===== src/rtl/bp_pkg.sv =====
// Shared branch-predictor types: 2-bit counter encodings, in-flight entry, counter update.
package bp_pkg;

   // Widest predictor index an in-flight entry can carry; IDX_W of a user must not exceed it.
   localparam int unsigned BP_IDX_MAX_W = 16;

   typedef enum logic [1:0] {
      STRONG_T = 2'd0,
      WEAK_T   = 2'd1,
      WEAK_N   = 2'd2,
      STRONG_N = 2'd3
   } bp_fsm_e;

   typedef struct packed {
      logic [BP_IDX_MAX_W-1:0] addr;
      logic [1:0]              fsm;
      logic                    pred_taken;
   } bp_entry_t;

   // Saturating move: a taken outcome pulls toward STRONG_T, not-taken toward STRONG_N.
   function automatic logic [1:0] bp_next_fsm(input logic [1:0] fsm, input logic taken);
      logic [1:0] nxt;
      if (taken) begin
         nxt = (fsm == 2'(STRONG_T)) ? fsm : fsm - 2'd1;
      end else begin
         nxt = (fsm == 2'(STRONG_N)) ? fsm : fsm + 2'd1;
      end
      return nxt;
   endfunction

endpackage


===== src/rtl/bp_inflight_fifo.sv =====
// In-order queue of branches between prediction and resolution.
module bp_inflight_fifo
   import bp_pkg::*;
#(
   parameter int unsigned DEPTH = 4
) (
   input  logic      clk,
   input  logic      rst,
   input  logic      push,
   input  logic      pop,
   input  logic      clear,
   input  bp_entry_t din,
   output logic      full,
   output logic      empty,
   output bp_entry_t head
);

   localparam int unsigned PTR_W = $clog2(DEPTH);
   localparam int unsigned CNT_W = PTR_W + 1;

   bp_entry_t        mem [DEPTH];
   logic [PTR_W-1:0] rd_ptr;
   logic [PTR_W-1:0] wr_ptr;
   logic [CNT_W-1:0] count;

   assign full  = (count == CNT_W'(DEPTH));
   assign empty = (count == '0);
   assign head  = mem[rd_ptr];

   // Pointers wrap naturally at DEPTH; clear drops everything including a same-cycle push.
   always_ff @(posedge clk) begin
      if (rst || clear) begin
         rd_ptr <= '0;
         wr_ptr <= '0;
         count  <= '0;
      end else begin
         if (push) wr_ptr <= wr_ptr + PTR_W'(1);
         if (pop)  rd_ptr <= rd_ptr + PTR_W'(1);
         case ({push, pop})
            2'b10:   count <= count + CNT_W'(1);
            2'b01:   count <= count - CNT_W'(1);
            default: count <= count;
         endcase
      end
   end

   // Entry storage, written only on accepted pushes.
   always_ff @(posedge clk) begin
      if (push && !clear && !rst) mem[wr_ptr] <= din;
   end

endmodule


===== src/rtl/bp_update_ctrl.sv =====
// Tracks in-flight branches and writes trained counters back to the predictor table.
module bp_update_ctrl
   import bp_pkg::*;
#(
   parameter int unsigned DEPTH = 4,
   parameter int unsigned IDX_W = 6
) (
   input  logic             clk,
   input  logic             rst,
   input  logic             id_valid,
   input  logic             id_stall,
   input  logic [IDX_W-1:0] id_addr,
   input  logic [1:0]       id_fsm,
   input  logic             res_valid,
   input  logic             res_mispredict,
   output logic             id_stall_req,
   output logic             pipe_flush,
   output logic             upd_we,
   output logic [IDX_W-1:0] upd_addr,
   output logic [1:0]       upd_value,
   output logic [31:0]      branch_cnt,
   output logic [31:0]      miss_cnt,
   output logic             res_orphan
);

   logic      full;
   logic      empty;
   logic      push;
   logic      pop;
   logic      flush_c;
   bp_entry_t din;
   bp_entry_t head;
   logic [1:0] new_fsm;
   logic      unused_addr_hi;

   // A resolution only acts on a real head; a mispredict kills the rest of the queue and
   // any branch arriving in the same cycle. A full queue still accepts while it drains.
   assign pop          = res_valid && !empty;
   assign flush_c      = pop && res_mispredict;
   assign push         = id_valid && !id_stall && !(res_valid && res_mispredict)
                         && (!full || pop);
   assign id_stall_req = full && id_valid;

   assign din = '{addr:       BP_IDX_MAX_W'(id_addr),
                  fsm:        id_fsm,
                  pred_taken: ~id_fsm[1]};

   // Actual direction is the prediction flipped by a mispredict.
   assign new_fsm        = bp_next_fsm(head.fsm, head.pred_taken ^ res_mispredict);
   assign unused_addr_hi = ^head.addr;

   bp_inflight_fifo #(.DEPTH(DEPTH)) u_fifo (
      .clk   (clk),
      .rst   (rst),
      .push  (push),
      .pop   (pop),
      .clear (flush_c),
      .din   (din),
      .full  (full),
      .empty (empty),
      .head  (head)
   );

   // Registered table write, flush pulse, statistics and orphan flag.
   always_ff @(posedge clk) begin
      if (rst) begin
         upd_we     <= 1'b0;
         upd_addr   <= '0;
         upd_value  <= '0;
         pipe_flush <= 1'b0;
         branch_cnt <= '0;
         miss_cnt   <= '0;
         res_orphan <= 1'b0;
      end else begin
         upd_we     <= pop && (new_fsm != head.fsm);
         pipe_flush <= flush_c;
         if (pop) begin
            upd_addr  <= head.addr[IDX_W-1:0];
            upd_value <= new_fsm;
         end
         if (push)    branch_cnt <= branch_cnt + 32'd1;
         if (flush_c) miss_cnt   <= miss_cnt + 32'd1;
         if (res_valid && empty) res_orphan <= 1'b1;
      end
   end

endmodule

===== config.mk =====
export PLATFORM = sky130hd
export DESIGN_NAME = bp_update_ctrl
export DESIGN_NICKNAME = d
export VERILOG_FILES = /design/src/rtl/bp_pkg.sv /design/src/rtl/bp_inflight_fifo.sv /design/src/rtl/bp_update_ctrl.sv
export SDC_FILE = /design/constraint.sdc
export NUM_CORES = 1
export LEC_CHECK = 0
export BUFFER_PORTS_ARGS = -buffer_cell sky130_fd_sc_hd__buf_2
export CORE_AREA = 3 3 152 80
export CTS_BUF_LIST = sky130_fd_sc_hd__clkbuf_8
export DETAILED_ROUTE_END_ITERATION = 16
export DIE_AREA = 0 0 155 83
export PLACE_DENSITY = 0.74
export SLEW_MARGIN = 20
export SYNTH_ARGS = -nofsm -noshare
export SYNTH_HDL_FRONTEND = slang
export SYNTH_SLANG_ARGS = --single-unit

===== constraint.sdc =====
create_clock -name clk -period 2.1 [get_ports clk]
set_input_delay 0.315 -clock clk [delete_from_list [all_inputs] [get_ports clk]]
set_output_delay 0.315 -clock clk [all_outputs]
set_load 0.05 [all_outputs]

==> impl_results.md, run 1 <==
- CP max stage delay: 0.66 ns
- N_diodes: 0
- Setup Viol. Count Final: 0
- Synthesis warning total: 0
- DR WL/cell: 15.84 um
- Number of placed I/O pins: 90
- R2r setup slk: 0.14 ns
- Register share of total power: 0.439
- Tmin final: 1.959 ns
- Layout cells sized above 1: 0.3042
- Starting Density: 0.4982
- Max clock buf depth: 2
- Initial drt markers: 254
- Clk pwr share: 0.368
- Slew of the pin with the lowest slew margin: 0.5012 ns
- Post-synthesis cell type count: 47
- EDFF count, synth: 36
- GRT Overall Usage: 0.1985
- Leak: 2.503 nW
- Routability Congestion: 0.8352
- Ordered cell list for the critical path: nand4_2 > or4_4 > or4_1 > a21oi_1
- Sink Count: 120
- Mapped Cells: 538
- Die W: 155 um
- First-pass GRT wire length: 21.06 mm
- Crit Path Class: register to register
- Final period util: 0.9331
- F_max: 510.3 MHz
- Nets: 672
- Crit. End Element: register
- Top_reg_cell synth: dfxtp_1
- Register area share after synthesis: 0.5082
- RR Endpoint: miss_cnt[29]
- Place WS: 0.04647 ns
- Slew margin rel.: 0.6659
- Combinational Power Share: 0.193
- Unrepaired setup endpoints after global routing: no
- Worst setup SP type: register
- R2r worst-path depth: 4
- Syn_area_per_cell: 10.10 um^2
- Worst reg2reg startpoint: miss_cnt[15]
- Ys async rst share: 0
- Slew Limit Fails: 0
- CP arrival: 2.32 ns
- Htree depth: 4
- Avg Vias per Cell: 5.827
- Cts hold-fix bufs: 0
- Largest net degree at the start of global routing: 47
- Hold Path End: u_fifo.mem[2][6]
- Clock Latency Late Sink: 0.43 ns
- Cell family with most CP delay: simple AND/OR/NAND/NOR gates
- Die Height: 83 um
- CTS tree: done
- Skew final: 0.01119 ns
- Power per Cell Area: 890.3 nW/um^2
- FF+latch count, synth: 120
- Maximum fanout along the worst path: 20
- Inserted Clock Buffers: 17
- Net Switching: 0.001883 W
- CP bufs+invs: 0
- Routed wire length: 12.81 mm
- Congestion Overflow GR: 0
- Vias in the first global route: 4277
- WHS: 0.09893 ns
- CP max stage cell: or4_4
- Row Count: 27
- Power Internal: 0.004054 W
- Status: completed
- Max Cap Violations: 0
- Post-Syn Nets: 559
- Root Buffer: clkbuf_8
- Initial antenna violation count: 0
- Pre-antenna DRT Iters: 5
- Via count: 4714
- Net Sw Frac: 0.3172
- PnR worst setup slack: 0.1405 ns
- Max VDD drop: 0.0005051 V
- Min-Delay Path Class: primary input to register
- Final ANT Viol Nets: 0
- Post-Syn Area: 5436 um^2
- Final hold vios: 0
- CTS clock-pin slew for the worst setup and hold paths: 0.09 ns
- Req. time, crit path: 2.46 ns
- Die area: 12870 um^2
- HPWL Detailed: 8.956 mm
- IO Port Bufs: 89
- Worst Min Path Start: id_addr[3]
- Core Box Area: 10910 um^2
- DRC viols: 0
- Synthesis-to-finish area growth: 22.67%
- WHS Path Cells: 1
how the worst max path moves through the flow:
stage / startpoint / endpoint / slack, ns / cells past startpoint
floorplan: miss_cnt[9] / miss_cnt[29] / -0.03 / 5
global placement: res_valid / u_fifo.mem[0][6] / 0.12 / 5
detailed placement: res_valid / miss_cnt[26] / 0.05 / 5
CTS: branch_cnt[5] / branch_cnt[27] / 0.08 / 4
global route: branch_cnt[0] / branch_cnt[26] / 0.002 / 6
finish: miss_cnt[15] / miss_cnt[29] / 0.14 / 4
sequential cells by signal (all words and copies together), names as in the netlist, named ones only:
signal / flops
pipe_flush: 1
upd_we: 1
u_fifo.rd_ptr: 2
res_orphan: 1
u_fifo.mem: 36
miss_cnt: 32
u_fifo.wr_ptr: 2
branch_cnt: 32
upd_addr: 6
u_fifo.count: 3
upd_value: 2
worst reg2reg max path, cell delays in order, from the launching register on:
cell and delay (ns):
dfxtp_2 0.39, nand4_2 0.14, or4_4 0.66, or4_1 0.55, a21oi_1 0.16
through the flow:
stage / instance area [um^2] / setup TNS, ns / std cells / util / power [W]
floorplan: 5460 / -0.02677 / 538 / - / 0.003455
global placement: 6245 / 0 / 776 / 0.5723 / 0.003771
detailed placement: 6245 / 0 / 776 / 0.5723 / 0.003800
CTS: 6658 / 0 / 808 / 0.6101 / 0.005982
global route: 6669 / 0 / 809 / 0.6112 / 0.006207
finish: 6669 / 0 / 809 / 0.6112 / 0.005937
cells in the mapped netlist, drive strengths merged (2+ instances only):
master / instances / area (um^2)
dfxtp: 84 / 1682
a21oi: 54 / 270.3
nand2: 44 / 165.2
edfxtp: 36 / 1081
or4: 33 / 251.5
o31ai: 30 / 230.2
nand4: 27 / 181.4
nor2: 27 / 101.4
clkbuf: 24 / 90.09
nand3: 22 / 115.1
o21ai: 16 / 80.08
and3: 14 / 87.58
or3: 14 / 87.58
and4: 11 / 96.34
xor2: 10 / 87.58
inv: 9 / 33.78
mux4: 9 / 202.7
buf: 8 / 47.54
nor2b: 8 / 50.05
nor4: 8 / 50.05
and2: 7 / 43.80
mux2: 7 / 78.83
ha: 6 / 75.07
nor3: 5 / 25.02
xnor2: 5 / 43.79
mux2i: 3 / 30.03
a311oi: 2 / 17.52
nand2b: 2 / 12.51
o31a: 2 / 17.52
or2: 2 / 12.51
area by class of cell:
| type | count | area [um^2] |
|---|---|---|
| clock buffer | 17 | 234.0 |
| multi-input combinational | 377 | 2506 |
| timing repair buffer | 126 | 748.2 |
| clock inverter | 15 | 178.9 |
| tap | 145 | 181.4 |
| sequential | 120 | 2786 |
| fill | 912 | 4243 |
| inverter | 9 | 33.78 |
routing by layer:
metal	routed length, um	track usage	share of wire	vias to the layer above
met5	0	0	0	-
met4	110	0.06090	0.0086	0
met1	6029	0.2690	0.47	2313
li1	-	-	-	2291
met3	540	0.04269	0.042	11
met2	6134	0.3202	0.48	99
placed cells by master (no fill, tap or decap), types with 3 or more instances in the layout:
cell	n
edfxtp_1	36
ha_1	6
buf_2	89
nor2b_1	8
nor3_1	5
mux4_2	9
mux2i_1	3
o21ai_0	16
and2_1	6
nor4_1	8
or3_1	14
nor2_1	27
xnor2_1	5
inv_6	7
inv_8	3
nand2_1	44
clkbuf_8	17
and4_1	11
and3_1	14
xor2_1	10
mux2_2	7
or4_1	31
dfxtp_2	19
a21oi_1	54
inv_1	9
buf_4	35
nand4_1	25
o31ai_1	29
nand3_1	21
dfxtp_1	65
cells by family (layout without fill, tap and decap cells):
| group | after synthesis | count (layout) | synth area share |
|---|---|---|---|
| AOI/OAI and AO/OA | 110 | 110 | 0.1224 |
| adders and majority gates | 7 | 7 | 0.01749 |
| muxes | 19 | 19 | 0.05731 |
| buffers and inverters | 41 | 167 | 0.03153 |
| DFF | 120 | 120 | 0.5082 |
| and+or+nand+nor | 226 | 226 | 0.2389 |
| xor gates and xnor gates | 15 | 15 | 0.02416 |
power by group through the flow:
stage	Clock (W)	Combinational, W	Sequential, W
floorplan	0	0.000606	0.00285
global placement	0	0.00112	0.00266
detailed placement	0	0.00114	0.00266
CTS	0.00222	0.00115	0.00261
global route	0.00234	0.00124	0.00262
finish	0.00219	0.00115	0.00260
repair_timing:
action,4_1_cts,5_1_grt
endpoints found under the setup margin,0,5
resized for setup,0,1
setup buffers,0,1
Note: power is estimated with default switching activity, not from simulation.
==> run 2: changes to the inputs <==
==> constraint.sdc (replaced) <==
create_clock -name clk -period 2.1 [get_ports clk]
set_input_delay 0.105 -clock clk [delete_from_list [all_inputs] [get_ports clk]]
set_output_delay 0.105 -clock clk [all_outputs]
set_load 0.05 [all_outputs]
==> run 2 against run 1 <==
Compared with the run above: die area unchanged; hold slack got worse by 0.065 ns; largest power group unchanged; combinational power hardly changed; global-route usage grew 0.46 points; clock power is essentially flat; highest routed layer unchanged; non-clock buffer count up 6; flip-flop and latch count stayed put.
==> impl_results.md, run 2 (synthesis gave the netlist of run 1 again) <==
- Inserted Clock Buffers: 17
- WHS Path Cells: 4
- WHS: 0.03383 ns
- Maximum fanout along the worst path: 6
- CP max stage cell: fa_1
- Hold Path End: u_fifo.count[2]
- Tmin final: 1.979 ns
- Avg Vias per Cell: 5.763
- Final hold vios: 0
- CTS clock-pin slew for the worst setup and hold paths: 0.08 ns
- Max clock buf depth: 2
- RR Endpoint: u_fifo.count[1]
- Congestion Overflow GR: 0
- Initial drt markers: 355
- Root Buffer: clkbuf_8
- R2r worst-path depth: 6
- Die W: 155 um
- Slew of the pin with the lowest slew margin: 0.5914 ns
- Pre-antenna DRT Iters: 5
- Row Count: 27
- Placement Cell Area: 6202 um^2
- Routed wire length: 12.85 mm
- Layout cells sized above 1: 0.3030
- Skew final: 0.01201 ns
- DR WL/cell: 15.76 um
- Worst Min Path Start: rst
- Status: completed
- Worst setup SP type: register
- Max FFs per register: 36
- Synthesis-to-finish area growth: 24.03%
- CP max stage delay: 0.50 ns
- Min-Delay Path Class: primary input to register
- Ordered cell list for the critical path: buf_4 > o31a_1 > o21ai_0 > fa_1 > a21boi_0 > a311oi_1
- Core Box Area: 10910 um^2
- Number of placed I/O pins: 90
- GRT Overall Usage: 0.2031
- DRC viols: 0
- Max VDD drop: 0.0005929 V
- Htree depth: 4
- Sink Count: 120
- Die Height: 83 um
- Fill cell count: 898
- Final ANT Viol Nets: 0
- CP arrival: 2.33 ns
- Crit Path Class: register to register
- Die area: 12870 um^2
- Max Cap Violations: 0
- R2r setup slk: 0.12 ns
- Multi-input logic area: 2527 um^2
- Routability Congestion: 0.8052
- Commonest non-fill, non-tap cell in the layout: buf_2
- Clock Latency Late Sink: 0.44 ns
- Leak: 2.518 nW
- F_max: 505.2 MHz
- Via count: 4697
- Slew margin rel.: 0.6057
- IO Port Bufs: 89
- Unrepaired setup endpoints after global routing: no
- First-pass GRT wire length: 21.38 mm
- Power per Cell Area: 875.8 nW/um^2
- Slew Limit Fails: 0
- Final period util: 0.9426
- N_diodes: 0
- Setup Viol. Count Final: 0
- Commonest cells after routing, fill and taps aside: buf_2 (89), dfxtp_1 (65), a21oi_1 (54), nand2_1 (43), edfxtp_1 (36)
- Fin area: 6743 um^2
- HPWL Detailed: 8.701 mm
- Largest net degree at the start of global routing: 54
- Biggest regs: u_fifo.mem x36, branch_cnt x32, miss_cnt x32
- Register area: 2786 um^2
- Worst reg2reg startpoint: u_fifo.count[2]
- Largest Register: u_fifo.mem
- Initial antenna violation count: 0
- Starting Density: 0.4982
- Vias in the first global route: 4263
- CTS tree: done
- Req. time, crit path: 2.45 ns
- Nets: 678
- Crit. End Element: register
==> run 2: what timing repair did <==
| action | CTS | global route |
|---|---|---|
| endpoints found under the hold margin | 33 | 0 |
| setup buffers | 0 | 2 |
| hold buffers | 9 | 0 |
| resized for setup | 1 | 5 |
| pin swaps | 0 | 1 |
| setup endpoints to repair | 4 | 13 |
==> run 2: per-stage QoR <==
| stage | util | power [W] | instances | setup WS (ns) | TNS, ns |
|---|---|---|---|---|---|
| after floorplan | - | 0.003455 | 538 | -0.02677 | -0.02677 |
| after global placement | 0.5684 | 0.003741 | 772 | 0.06052 | 0 |
| after detailed placement | 0.5684 | 0.003770 | 772 | -0.002092 | -0.002092 |
| after CTS | 0.6144 | 0.005945 | 813 | 0.06423 | 0 |
| after global routing | 0.6179 | 0.006166 | 815 | 0.03081 | 0 |
| final | 0.6179 | 0.005905 | 815 | 0.1206 | 0 |
==> run 2: worst max path at each step <==
| stage | cells past startpoint | from | to | slack (ns) |
|---|---|---|---|---|
| 6_report | 6 | u_fifo.count[2] | u_fifo.count[1] | 0.12 |
| 5_1_grt | 5 | u_fifo.count[2] | branch_cnt[13] | 0.03 |
| 3_5_place_dp | 5 | u_fifo.count[2] | miss_cnt[28] | -0.002 |
| 2_1_floorplan | 5 | miss_cnt[9] | miss_cnt[29] | -0.03 |
| 4_1_cts | 4 | branch_cnt[6] | branch_cnt[27] | 0.06 |
| 3_3_place_gp | 5 | u_fifo.count[2] | miss_cnt[28] | 0.06 |
==> run 2: power by group <==
group          total (W)  internal (W)  switching (W)
Combinational    0.00113      0.000428       0.000698
Clock            0.00217       0.00110        0.00107
Sequential       0.00261       0.00251      0.0000967
==> run 2: cell type report <==
class                           instances  area share
Timing Repair Buffer                  132      0.1191
Tap cell                              145     0.02691
Multi-Input combinational cell        377      0.3748
Inverter                                9    0.005010
Sequential cell                       120      0.4132
Clock inverter                         15     0.02616
Clock buffer                           17     0.03470
==> run 2: worst max-delay path: cells and delay by family, from the launching register on <==
kind	cells	cell delay, ns
compound gates	4	0.92
fa+ha+maj	1	0.50
buf+inv	1	0.15
flops	1	0.32
==> run 2: layer usage <==
layer	wire length, um	GRT usage	vias to the layer above
li1	-	-	2301
met1	6024	0.2786	2270
met2	6000	0.3174	112
met3	672	0.05362	14
met4	150	0.05929	0
met5	0	0	-
